## src/rtl/i2c_fifo_pkg.sv

```systemverilog
// Shared constants and types for the APB <-> I2C data FIFOs (TX and RX instances).
package i2c_fifo_pkg;

    localparam int DEF_DWIDTH = 32;
    localparam int DEF_DEPTH  = 16;

    localparam int TX_DEPTH   = 16;
    localparam int RX_DEPTH   = 16;

    typedef logic [DEF_DWIDTH-1:0] data_t;

endpackage

```

## src/rtl/i2c_fifo_mem.sv

```systemverilog
// FIFO storage: register array, one synchronous write port, one asynchronous read port, no reset.
module i2c_fifo_mem #(
    parameter int DWIDTH = 32,
    parameter int DEPTH  = 16,
    parameter int AWIDTH = $clog2(DEPTH)
) (
    input  logic              PCLK,
    input  logic              we,
    input  logic [AWIDTH-1:0] waddr,
    input  logic [DWIDTH-1:0] wdata,
    input  logic [AWIDTH-1:0] raddr,
    output logic [DWIDTH-1:0] rdata
);

    logic [DWIDTH-1:0] mem [DEPTH];

    always_ff @(posedge PCLK) begin
        if (we)
            mem[waddr] <= wdata;
    end

    assign rdata = mem[raddr];

endmodule

```

## src/rtl/i2c_data_fifo.sv

```systemverilog
// Show-ahead single-clock FIFO with sticky overflow/underflow flags.
// Optional almost-full/almost-empty thresholds enabled by macro I2C_FIFO_THRESHOLD_EN.
module i2c_data_fifo
    import i2c_fifo_pkg::*;
#(
    parameter int DWIDTH = DEF_DWIDTH,
    parameter int DEPTH  = DEF_DEPTH,
    parameter int AWIDTH = $clog2(DEPTH)
) (
    input  logic              PCLK,
    input  logic              RESET,
    input  logic              WR_ENA,
    input  logic [DWIDTH-1:0] WDATA,
    input  logic              RD_ENA,
    output logic [DWIDTH-1:0] RDATA,
    output logic              EMPTY,
    output logic              FULL,
    output logic [AWIDTH:0]   COUNT,
`ifdef I2C_FIFO_THRESHOLD_EN
    input  logic [AWIDTH:0]   THRESH,
    output logic              ALMOST_FULL,
    output logic              ALMOST_EMPTY,
`endif
    output logic              OVERFLOW,
    output logic              UNDERFLOW,
    input  logic              CLR_ERR
);

    logic [AWIDTH:0]   wr_ptr, rd_ptr;
    logic              push_acc, pop_acc;
    logic [DWIDTH-1:0] mem_rdata;

    // Wrap bit (MSB) distinguishes full from empty when the indices match.
    assign EMPTY = (wr_ptr == rd_ptr);
    assign FULL  = (wr_ptr[AWIDTH-1:0] == rd_ptr[AWIDTH-1:0]) &&
                   (wr_ptr[AWIDTH] != rd_ptr[AWIDTH]);
    assign COUNT = wr_ptr - rd_ptr;

    // A pop in the same cycle frees the slot, so a push at FULL still lands.
    assign pop_acc  = RD_ENA && !EMPTY;
    assign push_acc = WR_ENA && (!FULL || pop_acc);

    i2c_fifo_mem #(
        .DWIDTH (DWIDTH),
        .DEPTH  (DEPTH),
        .AWIDTH (AWIDTH)
    ) u_mem (
        .PCLK  (PCLK),
        .we    (push_acc && !RESET),
        .waddr (wr_ptr[AWIDTH-1:0]),
        .wdata (WDATA),
        .raddr (rd_ptr[AWIDTH-1:0]),
        .rdata (mem_rdata)
    );

    assign RDATA = EMPTY ? '0 : mem_rdata;

    always_ff @(posedge PCLK) begin
        if (RESET) begin
            wr_ptr    <= '0;
            rd_ptr    <= '0;
            OVERFLOW  <= 1'b0;
            UNDERFLOW <= 1'b0;
        end else begin
            if (push_acc)
                wr_ptr <= wr_ptr + 1'b1;
            if (pop_acc)
                rd_ptr <= rd_ptr + 1'b1;
            // A new error in the same cycle as CLR_ERR keeps the flag set.
            OVERFLOW  <= (WR_ENA && !push_acc) || (OVERFLOW  && !CLR_ERR);
            UNDERFLOW <= (RD_ENA && !pop_acc)  || (UNDERFLOW && !CLR_ERR);
        end
    end

`ifdef I2C_FIFO_THRESHOLD_EN
    logic [AWIDTH+1:0] cnt_x, thr_x, af_lvl;

    assign cnt_x  = {1'b0, COUNT};
    assign thr_x  = {1'b0, THRESH};
    assign af_lvl = (AWIDTH+2)'(DEPTH) - thr_x;

    always_ff @(posedge PCLK) begin
        if (RESET) begin
            ALMOST_FULL  <= 1'b0;
            ALMOST_EMPTY <= 1'b1;
        end else begin
            ALMOST_FULL  <= (cnt_x >= af_lvl);
            ALMOST_EMPTY <= (cnt_x <= thr_x);
        end
    end
`endif

endmodule

```

## config.mk

```make
export PLATFORM = sky130hd
export DESIGN_NAME = i2c_data_fifo
export DESIGN_NICKNAME = d
export VERILOG_FILES = /design/src/rtl/i2c_fifo_pkg.sv /design/src/rtl/i2c_fifo_mem.sv /design/src/rtl/i2c_data_fifo.sv
export SDC_FILE = /design/constraint.sdc
export NUM_CORES = 1
export LEC_CHECK = 0
export ABC_AREA = 1
export CAP_MARGIN = 40
export CORE_MARGIN = 2
export CORE_UTILIZATION = 48
export CTS_BUF_LIST = sky130_fd_sc_hd__clkbuf_2 sky130_fd_sc_hd__clkbuf_4 sky130_fd_sc_hd__clkbuf_8
export DETAILED_ROUTE_END_ITERATION = 8
export PLACE_DENSITY = 0.62
export RECOVER_POWER = 25
export SLEW_MARGIN = 20
export SYNTH_ARGS = -nofsm -noshare
export SYNTH_HDL_FRONTEND = slang
export SYNTH_SLANG_ARGS = --single-unit
```

## constraint.sdc

```tcl
create_clock -name PCLK -period 3.5 [get_ports PCLK]
set_input_delay 0.7 -clock PCLK [delete_from_list [all_inputs] [get_ports PCLK]]
set_output_delay 0.7 -clock PCLK [all_outputs]
set_load 0.02 [all_outputs]
```

==> results of run 1 <==
layer usage:
| metal | part of all wire (%) | up-vias | wire length (µm) | GRT usage (%) |
|---|---|---|---|---|
| met5 | 0 | - | 0 | 0 |
| met4 | 1.8 | 0 | 959 | 7.03 |
| met3 | 6.6 | 74 | 3450 | 3.75 |
| met2 | 48 | 495 | 25000 | 36.6 |
| met1 | 44 | 6883 | 22700 | 31.5 |
| li1 | - | 6630 | - | - |
path summary, 6_finish.rpt:
kind,slack [ns],cells past startpoint,from,to
setup / recovery,0.16,9,rd_ptr[2]$_SDFFE_PP0N_,RDATA[1]
hold / removal,0.47,2,UNDERFLOW$_SDFF_PP0_,UNDERFLOW$_SDFF_PP0_
setup reg to reg,0.91,10,wr_ptr[0]$_SDFFE_PP0P_,u_mem.mem[8][13]$_DFFE_PP_
hold reg to reg,0.47,2,UNDERFLOW$_SDFF_PP0_,UNDERFLOW$_SDFF_PP0_
cells in the final DEF, fill, tap and decap left out, types with 2 or more instances in the layout:
master / netlist / routed
nand2_1: 676 / 676
edfxtp_1: 512 / 512
nand3_1: 392 / 392
clkbuf_8: 0 / 91
a21oi_1: 44 / 42
clkbuf_4: 0 / 36
dlygate4sd2_1: 0 / 33
clkdlybuf4s50_1: 0 / 24
buf_12: 1 / 23
buf_4: 10 / 23
dlygate4sd3_1: 0 / 19
nor2_4: 1 / 17
clkinv_1: 0 / 17
inv_1: 17 / 16
dfxtp_1: 16 / 12
nor2_1: 15 / 9
ha_1: 9 / 9
o21ai_0: 5 / 5
xor2_1: 5 / 5
clkinv_2: 1 / 5
buf_6: 22 / 5
diode_2: 0 / 4
inv_6: 0 / 4
clkinvlp_4: 0 / 3
xnor2_1: 2 / 2
inv_2: 2 / 2
inv_4: 1 / 2
a21oi_2: 0 / 2
nand2_4: 2 / 2
nand3b_1: 2 / 2
dfxtp_4: 0 / 2
dfxtp_2: 0 / 2
metrics by stage:
| step | cell area, µm² | cells | util (%) |
|---|---|---|---|
| 6_report | 25000 | 2602 | 56.4 |
| 3_5_place_dp | 23300 | 2440 | 52.5 |
| 2_1_floorplan | 21600 | 1829 | - |
| 5_1_grt | 25000 | 2599 | 56.4 |
| 3_3_place_gp | 23200 | 2438 | 52.4 |
| 4_1_cts | 25000 | 2598 | 56.4 |
area by class of cell:
cell class / count / area share [%]
Antenna cell: 4 / 0.0400
Multi-Input combinational cell: 1169 / 21.0
Clock buffer: 127 / 6.09
Sequential cell: 528 / 62.8
Tap cell: 592 / 2.96
Inverter: 21 / 0.365
Clock inverter: 30 / 0.706
Timing Repair Buffer: 131 / 5.98
critical path, stage by stage, from the launching register on:
cell and delay (ns):
dfxtp_1 0.40, inv_1 0.08, ha_1 0.37, nand2_1 0.10, nor2_1 0.05, nand2_1 0.10
inv_2 0.07, buf_8 0.17, a21oi_1 0.28, dlygate4sd2_1 0.38
cell families after synthesis:
kind of cell / after synthesis
AO/OA/AOI/OAI: 49
XOR/XNOR: 8
adder cells (fa/ha/maj): 10
buffers and inverters: 132
flip-flops: 528
AND/OR/NAND/NOR: 1102
power groups by stage:
stage                     Combinational (mW)  Sequential, mW  Clock (mW)
after floorplan                         1.61            7.14           0
after global placement                  2.43            7.16           0
after detailed placement                2.48            7.16           0
after CTS                               2.43            7.03        5.34
after global routing                    2.66            7.04        5.62
final                                   2.41            7.03        5.24
flip-flops by register name (all words and copies together), names as in the netlist, named ones only:
signal     cells
u_mem.mem    512
wr_ptr         5
rd_ptr         5
OVERFLOW       1
UNDERFLOW      1
timing repair:
action                                  CTS  global route
endpoints found under the setup margin   34             3
pin swaps                                 0             0
gates cloned                              1             0
endpoints found under the hold margin     0             0
resized for setup                        41             4
==> impl_metrics.py, run 1 <==
metrics = {
    "run_status": {
        "status": "completed",
    },
    "sta": {
        "max_freq_ghz": 0.299,
        "skew_ns": 0.0205,
        "slew_violations": 0,
        "layout_setup_ws_ns": 0.159,
        "timing.hold.ws_ns": 0.468,
        "relSlewSlack_pct": 51.8,
        "finalHoldViolCount": 0,
        "tightest_slew_ns": 0.723,
        "setup_viol": 0,
        "fin_crit_sh_pct": 95.5,
        "period_needed_ns": 3.34,
        "finalSetupTns_ns": 0,
        "rsz0062_at_grt": "no",
    },
    "global_route": {
        "grt_pass1_vias": 14000,
        "grt_antenna_before_repair": 4,
        "grt.overflow.total": 0,
        "grt_util_all_layers_pct": 22.6,
        "grt_first_pass_wirelength_um": 80700,
        "grt_max_degree": 129,
    },
    "synthesis": {
        "synth_edf_count": 512,
        "syn_area_per_cell_um2": 11.8,
        "synth_top_family_by_area": "simple AND/OR/NAND/NOR gates",
        "synth_ff_type": "edfxtp_1",
        "synth_top_cell_area_share_pct": 71.1,
        "synth_seq_cells": 528,
        "syn_inst": 1829,
        "yosys.area_share.simple_pct": 21.8,
        "synth_common_cells": "nand2_1, edfxtp_1, nand3_1",
        "synth_compound_area_share_pct": 1.13,
        "synth.mux.area_fraction_pct": 0,
        "netlist_area_um2": 21600,
        "synth_xor_area_share_pct": 0.359,
        "synth-async-reset-ratio_pct": 0,
        "synth-seq-area-share_pct": 72.6,
        "synth_area_leader_cell": "edfxtp_1",
        "synth_nets": 1876,
        "netlist_top_cells_area": "edfxtp_1, nand2_1, nand3_1, dfxtp_1, buf_6",
        "synth.distinct_cells": 30,
        "synth.most_common_cell": "nand2_1",
        "yosys_warnings": 0,
        "synthAdderAreaFrac_pct": 0.614,
    },
    "critical_path": {
        "worstSetupStartpointType": "register",
        "worstSetupPathType": "register to output pin",
        "worstSetupEndpointType": "output pin",
        "path_max_fanout": 22,
        "cp.arrival_ns": 2.64,
        "worstPathRequired_ns": 2.80,
    },
    "place": {
        "detailed_place_hpwl_um": 26700,
        "place_congestion": 0.759,
        "place_ws_ns": 0.431,
        "port_buffers": 77,
    },
    "routing": {
        "ant_nets": 0,
        "drcViolationCount": 0,
        "wl_um": 52200,
        "vias_per_cell": 5.41,
        "wl_per_cell_um": 20.0,
        "first_pass_iters": 5,
        "via_count": 14100,
        "drt_iter0_drc": 1256,
    },
    "run": {
        "drv_cap": 0,
    },
    "floorplan": {
        "start_util_pct": 48.8,
        "fp.coreArea_um2": 44300,
        "rows": 77,
        "io_pins": 78,
        "fp.dieW_um": 216,
        "die_area_um2": 46700,
        "die_y_um": 216,
    },
    "power": {
        "p_leak_nw": 9.08,
        "switchingPower_mw": 4.03,
        "power_frac_seq_pct": 47.9,
        "pwr-share-comb_pct": 16.4,
        "switching_share_pct": 27.4,
        "irDropWorstVdd_mv": 0.282,
        "powerDensity_nw_per_um2": 587,
        "power_mw": 14.7,
        "internal_power_mw": 10.7,
        "clkPwrFrac_pct": 35.7,
    },
    "clock_network": {
        "path_clk_slew_ns": 0.06,
        "clk_path_buf_depth": 3,
        "insertion_delay_ns": 0.65,
        "root_buffer": "clkbuf_8",
        "post_cts_buffers": 0,
        "cts_made_buffers": 87,
        "cts_tree": "yes",
        "clock-sinks": 528,
        "h-tree-depth": 3,
        "holdBufCountCts": 0,
    },
    "cells_and_area": {
        "num-fill-cells": 3701,
        "final-seq-area_um2": 15700,
        "multi_input_area_um2": 5260,
        "drive_gt1_share_pct": 11.3,
        "syn2layout_area_growth_pct": 15.7,
        "fin_nets": 1985,
    },
    "hold_path": {
        "holdCritPathClass": "register to register",
    },
}
(Power assumes the default switching activity.)
==> inputs of run 2 (changes only) <==
- HOLD_SLACK_MARGIN: not set -> 0.08
==> results of run 2 <==
No change in the layout: final DEF, timing and power equal those of run 1.
